**config.mk**
```make
export PLATFORM = sky130hd
export DESIGN_NAME = pipeline_hazard_ctrl_flat
export DESIGN_NICKNAME = d
export VERILOG_FILES = /design/src/rtl/pipeline_hazard_ctrl_pkg.sv /design/src/rtl/pipeline_hazard_ctrl_if.sv /design/src/rtl/pipeline_hazard_ctrl_load_use_det.sv /design/src/rtl/pipeline_hazard_ctrl.sv /design/src/flat_wrapper.sv
export SDC_FILE = /design/constraint.sdc
export NUM_CORES = 1
export LEC_CHECK = 0
export CELL_PAD_IN_SITES_DETAIL_PLACEMENT = 0
export CELL_PAD_IN_SITES_GLOBAL_PLACEMENT = 1
export CORE_MARGIN = 3
export CORE_UTILIZATION = 28
export CTS_CLUSTER_DIAMETER = 150
export DETAILED_ROUTE_END_ITERATION = 6
export PLACE_DENSITY_LB_ADDON = 0.3
export REMOVE_ABC_BUFFERS = 1
export SLEW_MARGIN = 20
export SYNTH_ARGS = -nofsm -noshare
export SYNTH_HDL_FRONTEND = slang
export SYNTH_SLANG_ARGS = --single-unit
```
**constraint.sdc**
```tcl
create_clock -name clk -period 2 [get_ports clk]
set_input_delay 0.3 -clock clk [delete_from_list [all_inputs] [get_ports clk]]
set_output_delay 0.3 -clock clk [all_outputs]
set_load 0.1 [all_outputs]
```
**src/rtl/pipeline_hazard_ctrl_pkg.sv**
```systemverilog
// Shared definitions for the pipeline hazard controller and its users.
// Contents: FSM state encoding, register-index width, the x0 index and the
// opcode[6:2] values of the HALT-class instructions (SYSTEM, MISC-MEM).
package pipeline_hazard_ctrl_pkg;

  localparam int REG_ADDR_W = 5;

  typedef enum logic [1:0] {
    ST_RUN    = 2'd0,
    ST_DRAIN  = 2'd1,
    ST_HALTED = 2'd2
  } hz_state_t;

  localparam logic [REG_ADDR_W-1:0] REG_X0 = '0;

  // opcode[6:2] of ECALL/EBREAK (SYSTEM) and FENCE (MISC-MEM)
  localparam logic [4:0] OPC_SYSTEM   = 5'b11100;
  localparam logic [4:0] OPC_MISC_MEM = 5'b00011;

endpackage

```
**src/rtl/pipeline_hazard_ctrl_if.sv**
```systemverilog
// Bundle between the ID/EX pipeline logic and the hazard controller.
// master: pipeline side, drives decode/EX information, receives enables/strobes.
// slave : hazard controller, receives decode/EX information, drives enables/strobes.
interface pipeline_hazard_ctrl_if;
  import pipeline_hazard_ctrl_pkg::*;

  logic [REG_ADDR_W-1:0] ifid_rs1;
  logic [REG_ADDR_W-1:0] ifid_rs2;
  logic                  ifid_uses_rs1;
  logic                  ifid_uses_rs2;
  logic                  id_halt;
  logic                  idex_mem_read;
  logic [REG_ADDR_W-1:0] idex_rd;
  logic                  ex_redirect;
  logic                  pc_write;
  logic                  ifid_write;
  logic                  ifid_flush;
  logic                  idex_flush;
  logic                  halted;
  logic [1:0]            state_o;

  modport master (
    output ifid_rs1, ifid_rs2, ifid_uses_rs1, ifid_uses_rs2, id_halt,
           idex_mem_read, idex_rd, ex_redirect,
    input  pc_write, ifid_write, ifid_flush, idex_flush, halted, state_o
  );

  modport slave (
    input  ifid_rs1, ifid_rs2, ifid_uses_rs1, ifid_uses_rs2, id_halt,
           idex_mem_read, idex_rd, ex_redirect,
    output pc_write, ifid_write, ifid_flush, idex_flush, halted, state_o
  );
endinterface

```
**src/rtl/pipeline_hazard_ctrl_load_use_det.sv**
```systemverilog
// hazard_load_use_det: combinational load-use detector.
// Ports: i_ifid_rs1/i_ifid_rs2 + i_uses_rs1/i_uses_rs2 (ID operands),
//        i_idex_mem_read/i_idex_rd (load in EX), o_load_use (stall needed).
module hazard_load_use_det
  import pipeline_hazard_ctrl_pkg::*;
(
  input  logic [REG_ADDR_W-1:0] i_ifid_rs1,
  input  logic [REG_ADDR_W-1:0] i_ifid_rs2,
  input  logic                  i_uses_rs1,
  input  logic                  i_uses_rs2,
  input  logic                  i_idex_mem_read,
  input  logic [REG_ADDR_W-1:0] i_idex_rd,
  output logic                  o_load_use
);
  logic w_hit_rs1;
  logic w_hit_rs2;

  assign w_hit_rs1  = i_uses_rs1 && (i_ifid_rs1 == i_idex_rd);
  assign w_hit_rs2  = i_uses_rs2 && (i_ifid_rs2 == i_idex_rd);
  // A load to x0 never produces a value, so it cannot create a dependency.
  assign o_load_use = i_idex_mem_read && (i_idex_rd != REG_X0) && (w_hit_rs1 || w_hit_rs2);
endmodule

```
**src/rtl/pipeline_hazard_ctrl.sv**
```systemverilog
// pipeline_hazard_ctrl: stall/flush sequencer for the 5-stage RV32I core.
// Ports: clk, rst (sync, active-high); hz (slave modport) carrying ID/EX
//        hazard inputs and the pc_write/ifid_write/ifid_flush/idex_flush
//        strobes plus halted/state_o.
// Optional macro HAZARD_PERF_CNT_EN adds stall_cnt, flush_cnt, cycle_cnt.
module pipeline_hazard_ctrl
  import pipeline_hazard_ctrl_pkg::*;
#(
  parameter int DRAIN_CYCLES = 3,
  parameter int CNT_W        = 32
) (
  input  logic                  clk,
  input  logic                  rst,
  pipeline_hazard_ctrl_if.slave hz
`ifdef HAZARD_PERF_CNT_EN
  ,
  output logic [CNT_W-1:0]      stall_cnt,
  output logic [CNT_W-1:0]      flush_cnt,
  output logic [CNT_W-1:0]      cycle_cnt
`endif
);
  localparam int DCNT_W = (DRAIN_CYCLES > 1) ? $clog2(DRAIN_CYCLES) : 1;

  hz_state_t         r_state, w_state_nxt;
  logic [DCNT_W-1:0] r_dcnt, w_dcnt_nxt;
  logic              w_load_use;
  logic              w_pc_write, w_ifid_write, w_ifid_flush, w_idex_flush;
  logic              w_stall_evt, w_flush_evt;

  hazard_load_use_det u_lu (
    .i_ifid_rs1      (hz.ifid_rs1),
    .i_ifid_rs2      (hz.ifid_rs2),
    .i_uses_rs1      (hz.ifid_uses_rs1),
    .i_uses_rs2      (hz.ifid_uses_rs2),
    .i_idex_mem_read (hz.idex_mem_read),
    .i_idex_rd       (hz.idex_rd),
    .o_load_use      (w_load_use)
  );

  always_ff @(posedge clk) begin
    if (rst) begin
      r_state <= ST_RUN;
      r_dcnt  <= '0;
    end else begin
      r_state <= w_state_nxt;
      r_dcnt  <= w_dcnt_nxt;
    end
  end

  always_comb begin
    w_state_nxt  = r_state;
    w_dcnt_nxt   = r_dcnt;
    w_pc_write   = 1'b0;
    w_ifid_write = 1'b0;
    w_ifid_flush = 1'b0;
    w_idex_flush = 1'b0;
    w_stall_evt  = 1'b0;
    w_flush_evt  = 1'b0;
    case (r_state)
      ST_RUN: begin
        if (hz.ex_redirect) begin
          // ID holds a wrong-path instruction: its halt/load-use are moot.
          w_pc_write   = 1'b1;
          w_ifid_write = 1'b1;
          w_ifid_flush = 1'b1;
          w_idex_flush = 1'b1;
          w_flush_evt  = 1'b1;
        end else if (w_load_use) begin
          // Stall wins over halt; a halt in ID is retaken once the load moves on.
          w_idex_flush = 1'b1;
          w_stall_evt  = 1'b1;
        end else if (hz.id_halt) begin
          w_ifid_write = 1'b1;
          w_ifid_flush = 1'b1;
          w_state_nxt  = ST_DRAIN;
          w_dcnt_nxt   = DCNT_W'(DRAIN_CYCLES - 1);
        end else begin
          w_pc_write   = 1'b1;
          w_ifid_write = 1'b1;
        end
      end
      ST_DRAIN: begin
        // Redirects are ignored: only the halt itself or younger can be in EX.
        w_ifid_write = 1'b1;
        w_ifid_flush = 1'b1;
        w_idex_flush = 1'b1;
        if (r_dcnt == '0) w_state_nxt = ST_HALTED;
        else              w_dcnt_nxt  = r_dcnt - DCNT_W'(1);
      end
      ST_HALTED: begin
        w_state_nxt = ST_HALTED;
      end
      default: begin
        w_state_nxt = ST_RUN;
        w_dcnt_nxt  = '0;
      end
    endcase
    if (rst) begin
      w_pc_write   = 1'b0;
      w_ifid_write = 1'b0;
      w_ifid_flush = 1'b0;
      w_idex_flush = 1'b0;
    end
  end

  assign hz.pc_write   = w_pc_write;
  assign hz.ifid_write = w_ifid_write;
  assign hz.ifid_flush = w_ifid_flush;
  assign hz.idex_flush = w_idex_flush;
  assign hz.halted     = (r_state == ST_HALTED);
  assign hz.state_o    = r_state;

`ifdef HAZARD_PERF_CNT_EN
  logic [CNT_W-1:0] r_stall_cnt, r_flush_cnt, r_cycle_cnt;

  always_ff @(posedge clk) begin
    if (rst) begin
      r_stall_cnt <= '0;
      r_flush_cnt <= '0;
      r_cycle_cnt <= '0;
    end else if (r_state != ST_HALTED) begin
      r_cycle_cnt <= r_cycle_cnt + CNT_W'(1);
      if (w_stall_evt) r_stall_cnt <= r_stall_cnt + CNT_W'(1);
      if (w_flush_evt) r_flush_cnt <= r_flush_cnt + CNT_W'(1);
    end
  end

  assign stall_cnt = r_stall_cnt;
  assign flush_cnt = r_flush_cnt;
  assign cycle_cnt = r_cycle_cnt;
`else
  logic w_unused_evt;
  assign w_unused_evt = w_stall_evt ^ w_flush_evt;
`endif

endmodule

```
**src/flat_wrapper.sv**
```systemverilog
// flat-port wrapper written by rule: the top's interface ports become plain ports
module pipeline_hazard_ctrl_flat import pipeline_hazard_ctrl_pkg::*;
#(
  parameter int DRAIN_CYCLES = 3,
  parameter int CNT_W        = 32
)
  (clk, rst, hz_ifid_rs1, hz_ifid_rs2, hz_ifid_uses_rs1, hz_ifid_uses_rs2, hz_id_halt, hz_idex_mem_read, hz_idex_rd, hz_ex_redirect, hz_pc_write, hz_ifid_write, hz_ifid_flush, hz_idex_flush, hz_halted, hz_state_o);
  pipeline_hazard_ctrl_if hz_i ();
  input  logic clk;
  input  logic rst;
  input wire logic [$bits(hz_i.ifid_rs1)-1:0] hz_ifid_rs1;
  input wire logic [$bits(hz_i.ifid_rs2)-1:0] hz_ifid_rs2;
  input wire logic [$bits(hz_i.ifid_uses_rs1)-1:0] hz_ifid_uses_rs1;
  input wire logic [$bits(hz_i.ifid_uses_rs2)-1:0] hz_ifid_uses_rs2;
  input wire logic [$bits(hz_i.id_halt)-1:0] hz_id_halt;
  input wire logic [$bits(hz_i.idex_mem_read)-1:0] hz_idex_mem_read;
  input wire logic [$bits(hz_i.idex_rd)-1:0] hz_idex_rd;
  input wire logic [$bits(hz_i.ex_redirect)-1:0] hz_ex_redirect;
  output wire logic [$bits(hz_i.pc_write)-1:0] hz_pc_write;
  output wire logic [$bits(hz_i.ifid_write)-1:0] hz_ifid_write;
  output wire logic [$bits(hz_i.ifid_flush)-1:0] hz_ifid_flush;
  output wire logic [$bits(hz_i.idex_flush)-1:0] hz_idex_flush;
  output wire logic [$bits(hz_i.halted)-1:0] hz_halted;
  output wire logic [$bits(hz_i.state_o)-1:0] hz_state_o;
  assign hz_i.ifid_rs1 = hz_ifid_rs1;
  assign hz_i.ifid_rs2 = hz_ifid_rs2;
  assign hz_i.ifid_uses_rs1 = hz_ifid_uses_rs1;
  assign hz_i.ifid_uses_rs2 = hz_ifid_uses_rs2;
  assign hz_i.id_halt = hz_id_halt;
  assign hz_i.idex_mem_read = hz_idex_mem_read;
  assign hz_i.idex_rd = hz_idex_rd;
  assign hz_i.ex_redirect = hz_ex_redirect;
  assign hz_pc_write = hz_i.pc_write;
  assign hz_ifid_write = hz_i.ifid_write;
  assign hz_ifid_flush = hz_i.ifid_flush;
  assign hz_idex_flush = hz_i.idex_flush;
  assign hz_halted = hz_i.halted;
  assign hz_state_o = hz_i.state_o;
  pipeline_hazard_ctrl #(.DRAIN_CYCLES(DRAIN_CYCLES), .CNT_W(CNT_W)) u_core (.clk(clk), .rst(rst), .hz(hz_i));
endmodule
```
# Yosys cells after proc, flatten, opt, wreduce, memory -nomap -nowiden

Cells that the tools add are included.

Register bits after elaboration: 4
Word-level logic and storage cells: 51

Add/sub/neg operators: 1
Equal/unequal tests: 9
Muxes and demuxes: 28
Bitwise operators: 1
Reductions and logical operators: 10

Operators by type and width:

| cell                                                 | count |
|---|---|
| 2-to-1 mux 2 bit                                     | 8 |
| 2-to-1 mux 1 bit                                     | 15 |
| case mux 2 bit (3 select lines)                      | 2 |
| equality test 5 bit                                  | 2 |
| != test 2 bit (second input constant)                | 4 |
| case mux 1 bit (2 select lines)                      | 3 |
| AND reduction 5 bit                                  | 1 |
| nonzero test 5 bit                                   | 1 |
| logical AND 1 bit                                    | 4 |
| zero test 2 bit                                      | 2 |
| AND reduction 4 bit                                  | 1 |
| equality test 2 x 1 -> 1 bit (second input constant) | 1 |
| equality test 2 bit (second input constant)          | 1 |
| != test 2 x 1 -> 1 bit (second input constant)       | 1 |
| subtractor 2 x 1 -> 2 bit (second input constant)    | 1 |
| logical OR 1 bit                                     | 1 |
| inverter 1 bit                                       | 1 |

# Depth between registers and ports, before layout

Gate-level depths: netlist of the first run.

Word-level depth: 8
Mapped depth: 7
Mapped depth without buffers: 7

# Modules after synthesis

Synthesis of the first run repeated with hierarchy kept, for this count alone.

Cell total of the unflattened synthesis: 59
Area, all modules: 525.5 um2

Modules (own cells, without submodules):

| module               | times used | cells each | area an instance (um2) | seq. area each (um2) |
|---|---|---|---|---|
| pipeline_hazard_ctrl | 1          | 42         | 391.6                  | 80.1 |
| hazard_load_use_det  | 1          | 17         | 133.9                  | 0.0 |

# Worst setup path before layout of the first run

OpenSTA, ideal clock, no wires.

Path kind: register to output
From: register u_core.r_state[1] (netlist: u_core.hz.state_o[1])
To: output hz_pc_write
Data arrival time: 3.008 ns
Setup slack: -1.308 ns
Stages on the path, launching flop included: 5
Path through: dfxtp_1 -> inv_1 -> ha_1 -> inv_1 -> o41ai_2

Longest elaborated chain between the ends: 3

RTL lines:

| item                   | RTL line                   | source |
|---|---|---|
| start, declared        | pipeline_hazard_ctrl.sv:24 | `hz_state_t r_state, w_state_nxt;` |
| start signal, assigned | pipeline_hazard_ctrl.sv:45 | `r_state <= w_state_nxt;` |
| zero test 2 bit        | pipeline_hazard_ctrl.sv:59 | `case (r_state)` |
| 2-to-1 mux 1 bit       | pipeline_hazard_ctrl.sv:59 |  |
| 2-to-1 mux 1 bit       | pipeline_hazard_ctrl.sv:98 | `if (rst) begin` |
| end, declared          | flat_wrapper.sv:19         | `output wire logic [$bits(hz_i.pc_write)-1:0] hz_pc_write;` |

Every way passes these cells.

# Worst setup path after layout of the first run

From: input hz_ifid_rs1[3]
To: output hz_pc_write

Longest elaborated chain between the ends: 8

RTL lines:

| item                | RTL line                                | source |
|---|---|---|
| start, declared     | flat_wrapper.sv:11                      | `input wire logic [$bits(hz_i.ifid_rs1)-1:0] hz_ifid_rs1;` |
| equality test 5 bit | pipeline_hazard_ctrl_load_use_det.sv:18 | `assign w_hit_rs1 = i_uses_rs1 && (i_ifid_rs1 == i_idex_rd);` |
| logical AND 1 bit   | pipeline_hazard_ctrl_load_use_det.sv:18 |  |
| logical OR 1 bit    | pipeline_hazard_ctrl_load_use_det.sv:21 | `assign o_load_use = i_idex_mem_read && (i_idex_rd != REG_X0) && (w_hit_rs1 \|\| w_hit_rs2);` |
| logical AND 1 bit   | pipeline_hazard_ctrl_load_use_det.sv:21 |  |
| 2-to-1 mux 1 bit    | pipeline_hazard_ctrl.sv:68              | `end else if (w_load_use) begin` |
| 2-to-1 mux 1 bit    | pipeline_hazard_ctrl.sv:61              | `if (hz.ex_redirect) begin` |
| 2-to-1 mux 1 bit    | pipeline_hazard_ctrl.sv:59              |  |
| 2-to-1 mux 1 bit    | pipeline_hazard_ctrl.sv:98              |  |

Every way passes these cells.

==> results of run 1 <==
registers in the layout (all words and copies together) (netlist names):
signal / flops
u_core.r_dcnt: 2
u_core.hz.state_o: 2
power groups by stage:
| stage | Sequential [mW] | Clock, mW | Combinational [mW] |
|---|---|---|---|
| global route | 0.103 | 0.110 | 0.612 |
| detailed placement | 0.103 | 0 | 0.525 |
| floorplan | 0.146 | 0 | 0.290 |
| CTS | 0.102 | 0.108 | 0.545 |
| finish | 0.102 | 0.103 | 0.575 |
| global placement | 0.102 | 0 | 0.523 |
cells by family (layout without fill, tap and decap cells):
logic type | Yosys count | after routing
DFF | 4 | 4
adders and majority gates | 4 | 4
buffers and inverters | 7 | 47
muxes | 1 | 1
xor gates and xnor gates | 10 | 10
and+or+nand+nor | 23 | 23
AOI/OAI and AO/OA | 21 | 21
final cells by class:
class                           instances  area [um^2]  area share [%]
Timing Repair Buffer                   38        371.6           32.96
Sequential cell                         4        80.08           7.103
Tap cell                               27        33.78           2.997
Inverter                                6        22.52           1.998
Multi-Input combinational cell         59        596.8           52.94
Clock buffer                            3        22.52           1.998
cell usage in the layout (no fill, tap or decap), types with 2 or more instances in the layout:
master,count
nor2_1,5
a21oi_2,2
clkdlybuf4s15_1,3
o21ai_0,2
inv_1,6
clkbuf_4,3
buf_2,4
buf_4,12
dfxtp_1,4
nor2_4,2
clkdlybuf4s50_1,3
buf_6,2
clkbuf_2,5
dlygate4sd2_1,3
xor2_2,2
xor2_1,5
o21ai_1,2
buf_12,4
ha_1,2
nand2b_1,3
a21o_1,2
worst max-delay path: cells and delay by family:
kind,cells,cell delay (ps)
simple gates,2,150
compound gates,2,480
buf+inv,2,540
xor+xnor,1,180
layer usage:
metal	global-route usage, %	vias up
met1	18.40	318
met3	1.709	0
met2	21.49	22
li1	-	332
met4	6.383	0
met5	0	-
synth_stat cells:
library cell  count  area, um^2
o21bai_1          1       7.510
a21oi_1           3       15.01
a21o_1            2       15.01
or3_4             1       11.26
buf_4             1       7.510
nor3_2            1       10.01
o21ba_2           1       10.01
and2b_1           1       7.510
nand2b_1          3       18.77
o21ai_0           3       15.01
inv_1             6       22.52
ha_1              4       50.05
or4_1             1       7.510
nor2_1            8       30.03
o311ai_1          1       8.760
o21a_1            1       7.510
and2_1            1       6.260
o21ai_4           1       16.27
dfxtp_1           4       80.08
o221ai_1          1       8.760
xnor2_1           2       17.52
nor3b_1           1       7.510
a21oi_2           1       8.760
nor3_1            1       5.000
a221oi_2          1       15.01
o41ai_2           1       16.27
nor4_2            2       25.02
or2_2             1       6.260
nand3b_1          1       7.510
a32oi_4           1       27.53
nand3_1           1       5.000
mux2i_1           1       10.01
a2111o_1          1       11.26
a211oi_1          1       7.510
xor2_1            8       70.07
o21ai_1           1       5.000
through the flow:
stage | instances | TNS (ps) | power [mW] | cell area, um^2
3_5_place_dp | 132 | -1609 | 0.6281 | 1012
2_1_floorplan | 69 | -6807 | 0.4360 | 593.1
5_1_grt | 137 | -32.85 | 0.8261 | 1127
6_report | 137 | 0 | 0.7798 | 1127
4_1_cts | 137 | -50.70 | 0.7553 | 1072
3_3_place_gp | 132 | -1546 | 0.6257 | 1012
how the worst min path moves through the flow:
| stage | to | depth (start not counted) |
|---|---|---|
| 2_1_floorplan | u_core.r_dcnt[1]$_SDFFE_PP0P_ | 1 |
| 3_3_place_gp | u_core.r_dcnt[1]$_SDFFE_PP0P_ | 2 |
| 3_5_place_dp | u_core.r_dcnt[1]$_SDFFE_PP0P_ | 2 |
| 4_1_cts | u_core.r_dcnt[1]$_SDFFE_PP0P_ | 2 |
| 5_1_grt | u_core.r_dcnt[1]$_SDFFE_PP0P_ | 2 |
| 6_report | u_core.r_dcnt[1]$_SDFFE_PP0P_ | 2 |
timing repair:
| item | 4_1_cts | 5_1_grt |
|---|---|---|
| gates resized for setup | 60 | 20 |
| buffers inserted | 2 | 0 |
| endpoints found under the setup margin | 4 | 4 |
| pin swaps | 19 | 13 |
==> run summary, run 1 <==
I/O Buffers - 28
Initial antenna violation count - 0
Clock power share - 13.2%
Seq/Total Area, Yosys - 13.33%
Nets - 138
Layout Utilization - 56.31%
CP max-delay cell - bufbuf_16
Clock skew - 5.332 ps
Pins Over Slew Limit - 0
Xor/xnor cell area share of the yosys netlist - 14.58%
Worst path required time - 1700 ps
Simple-Gate Fraction of Synth Area - 24.58%
Int Power - 0.3982 mW
Core Footprint - 2002 um^2
Drt via density - 4.905
Met3 WL - 73 um
Top sig layer - met3
Synth Area in Adders - 8.333%
Routability cong. - 0.7257
Avg Cell Area, Syn - 8.580 um^2
Reg2Reg Depth - 7
GR Overflow Total - 0
Status - finished clean
DRC - 0
Sw power - 0.3816 mW
Via count - 672
I/O pins - 29
Clk slew on worst S/H paths - 40 ps
Met1 WL - 765 um
Reg2reg end - u_core.hz.state_o[1]$_SDFFE_PP0P_
Site Rows - 16
CTS tree - yes
Worst-Skew Late Latency - 240 ps
Worst relative slew slack - 77.08%
Worst Tran Pin Value - 341.0 ps
Fmax - 0.5120 GHz
Mapped cell area - 600.6 um^2
CP Data Arrival Time - 1650 ps
Layout cells sized above 1 - 50.91%
Kind of critical path - input port to primary output
Chip Width - 52.32 um
Seq pwr share - 13.1%
Pre-CTS setup slack - -378.1 ps
#FFs+latches synth - 4
Synth Area in Compound Gates - 32.50%
RSZ-0062 raised after global routing - true
Die Y - 52.32 um
Vias in the first global route - 689
Max-cap viol count - 0
Die area - 2737 um^2
Fill count - 194
Combinational share of power - 73.7%
Hold buffers post-CTS - 0
Sw Share - 48.94%
R2r setup slk - 180 ps
Crit-path max FO - 4
Hold path start - u_core.r_dcnt[1]$_SDFFE_PP0P_
CTS max path bufs - 2
Area grow syn2layout - 87.71%
Detail Placement HPWL - 1323 um
Slack of the critical path - 46.95 ps
Min cycle time layout - 1953 ps
DRT Wirelength - 1750 um
Worst vdd ir - 545.9 uV
Final Hold Slack - 483.1 ps
Max incr delay on CP - 360 ps
Initial Utilization - 30.00%
First-pass iteration count of the detailed router - 4
Mux contribution to synthesized area - 1.667%
N_diodes - 0
Global router's overall resource usage - 13.71%
Htree depth - 1
Hold Violations, Final - 0
Hold Crit Class - flip-flop to flip-flop
Crit. End Element - primary output
Leakage - 0.4661 nW
Avg WL per Cell - 12.77 um
Remaining antenna violation count after routing - 0
Syn Inst Count - 70
Initial DRC Count - 7
Cell variety after synth - 36
Period utilization - 97.65%
Setup-failing EPs final - 0
Setup crit start kind - input port
Pin count of the biggest net entering global routing - 7
Total CTS buffers - 3
Root buffer cell - clkbuf_4
Crit path to - hz_pc_write
Worst setup path start - hz_ifid_rs1[3]
RR Startpoint - u_core.hz.state_o[1]$_SDFFE_PP0P_
CTS Sinks - 4
Pwr Density - 691.7 nW/um^2
Met2 routed WL - 910 um
YS warnings - 0
Combinational family with the most area after synthesis - compound AO/OA/AOI/OAI gates
Cell chain of the critical path - clkdlybuf4s15_1 > xor2_1 > nor4_2 > a32oi_4 > nor2_4 > o41ai_2 > bufbuf_16
First-pass GRT wire length - 2870 um
(Power assumes the default switching activity.)
==> run 2: changes to the inputs <==
Settings changed: PLACE_DENSITY_LB_ADDON 0.3 to 0.1.
==> run 2 against run 1 <==
Effect of this change:
- the run now ends with negative setup slack left
- worst setup slack lost 77 ps
- power shrank 2.6%
- non-clock buffer count grew 4
- final area grew 2.7%
- fmax shrank 3.8%
- sequential share of layout area shrank 0.18 points
==> run summary, run 2 (same netlist as run 1, synthesis figures left out) <==
Status - finished, violations left
Violated checks - negative setup slack
CTS tree - yes
Worst relative slew slack - 77.62% (+0.54 points)
GR Overflow Total - 0 (unchanged)
Crit-path max FO - 3 (-1)
Met2 Usage GRT - 22.11% (+0.62 points)
Via count - 653 (-2.8%)
Site Rows - 16 (unchanged)
Slack of the critical path - -30.35 ps (-77.30 ps)
M3 GR Usage - 5.983% (+4.3 points)
Core Footprint - 2002 um^2 (unchanged)
R2r setup slk - 280 ps (+100 ps)
Kind of critical path - input port to primary output
Total CTS buffers - 3 (unchanged)
Reg2reg end - u_core.hz.state_o[1]$_SDFFE_PP0P_
Avg WL per Cell - 11.99 um (-6.2%)
N_diodes - 0 (unchanged)
Root buffer cell - clkbuf_4
DRC - 0 (unchanged)
Reg2Reg Depth - 7 (unchanged)
RR Startpoint - u_core.hz.state_o[1]$_SDFFE_PP0P_
Worst-Skew Late Latency - 240 ps (about the same)
Pins Over Slew Limit - 0 (unchanged)
Clock skew - 4.895 ps (-0.4373 ps)
Area grow syn2layout - 92.71%
Die Y - 52.32 um (unchanged)
Hold Path Stages - 2 (unchanged)
Initial DRC Count - 2 (-5)
Layout Utilization - 57.81% (+1.5 points)
Worst vdd ir - 418.6 uV (-23%)
Initial antenna violation count - 0 (unchanged)
Die area - 2737 um^2 (unchanged)
Layout cells sized above 1 - 50.88% (about the same)
Crit. End Element - primary output
Clk slew on worst S/H paths - 30 ps (about the same)
Remaining antenna violation count after routing - 0 (unchanged)
Min cycle time layout - 2030 ps (+77.30 ps)
Sequential Area - 80.08 um^2 (unchanged)
Area occupied by multi-input gates - 588.1 um^2 (-1.5%)
Worst path required time - 1700 ps (about the same)
Htree depth - 1 (unchanged)
Period utilization - 101.5% (+3.9 points)
Busiest grt layer - met2
Fill count - 180 (-7.2%)
Detail Placement HPWL - 1325 um (about the same)
Worst Tran Pin Value - 335.0 ps (-5.994 ps)
CTS Sinks - 4 (unchanged)
Leakage - 0.5017 nW (+7.6%)
Max-cap viol count - 0 (unchanged)
First-pass iteration count of the detailed router - 3 (-1)
Routability cong. - 0.7105 (-2.1%)
I/O pins - 29 (unchanged)
Hold Violations, Final - 0 (unchanged)
First-pass GRT wire length - 2497 um (-13%)
Hold worst-path end - u_core.r_dcnt[1]$_SDFFE_PP0P_
Setup-failing EPs final - 1 (+1)
Most frequent cells in the layout - 12 x buf_4, 6 x inv_1, 6 x nor2_1, 6 x buf_2
I/O Buffers - 28 (unchanged)
DRT Wirelength - 1690 um (-3.4%)
Fmax - 0.4925 GHz (-3.8%)
Met1 Track Usage GR - 13.71% (-4.7 points)
CTS max path bufs - 2 (unchanged)
Chip Width - 52.32 um (unchanged)
Setup crit start kind - input port
Global router's overall resource usage - 12.62% (-1.1 points)
RSZ-0062 raised after global routing - true
Nets - 142 (+2.9%)
Hold buffers post-CTS - 0 (unchanged)
Hold path start - u_core.r_dcnt[1]$_SDFFE_PP0P_
Final Hold Slack - 481.8 ps (-1.259 ps)
Drt via density - 4.631 (-5.6%)
Pin count of the biggest net entering global routing - 9 (+2)
Pwr Density - 656.2 nW/um^2 (-5.1%)
Commonest non-fill, non-tap cell in the layout - buf_4
CP Data Arrival Time - 1730 ps (+80 ps)
Hold Crit Class - flip-flop to flip-flop
Vias in the first global route - 629 (-8.7%)
Initial Utilization - 30.00% (unchanged)
## run 2: through the flow
step                area, um^2  instances  TNS (ps)  worst slack [ps]  total power, mW
floorplan                593.1         69     -6807             -1309           0.4360
global placement          1012        132     -2104            -450.8           0.6250
detailed placement        1012        132     -2259            -480.7           0.6276
CTS                       1072        139    -364.2            -180.9           0.7469
global route              1157        141    -201.5            -83.34           0.8069
finish                    1157        141    -30.35            -30.35           0.7595
## run 2: worst max-delay path: stages
cell     delay (ps)
buf_8           100
buf_6           120
xor2_2          150
nor4_4          250
a32oi_4         160
buf_6           150
o21a_1          180
nor2_2          130
buf_12          190
## run 2: repair_timing
| item | CTS | global route |
|---|---|---|
| pin swaps | 16 | 14 |
| endpoints found under the setup margin | 5 | 4 |
| setup buffers | 4 | 2 |
| resized for setup | 49 | 23 |
| hold endpoints to repair | 0 | 0 |
## run 2: power by group
| group | switching (mW) | internal (mW) | total, mW |
|---|---|---|---|
| sequential | 0.00683 | 0.0942 | 0.101 |
| combinational | 0.329 | 0.229 | 0.558 |
| clock | 0.0333 | 0.0671 | 0.100 |
## run 2: final cells by class
class,instances,area share [%]
clock buffer,3,1.946
inverter,6,1.946
multi-input combinational,59,50.81
sequential,4,6.919
tap,27,2.919
timing repair buffer,42,35.46
## run 2: how the worst max path moves through the flow
stage,depth (start not counted),start,to,slack [ps]
final,9,hz_idex_rd[3],hz_idex_flush,-30
after global routing,9,hz_idex_rd[3],hz_pc_write,-80
after CTS,7,hz_idex_rd[3],hz_pc_write,-180
after detailed placement,7,hz_idex_rd[4],hz_idex_flush,-480
after global placement,7,hz_idex_rd[4],hz_idex_flush,-450
after floorplan,4,u_core.hz.state_o[1]$_SDFFE_PP0P_,hz_pc_write,-1310
## run 2: metal layers
layer	vias to the layer above	share of wire [%]
li1	339	-
met1	297	42
met2	17	53
met3	0	5.1
met4	0	0
met5	-	0
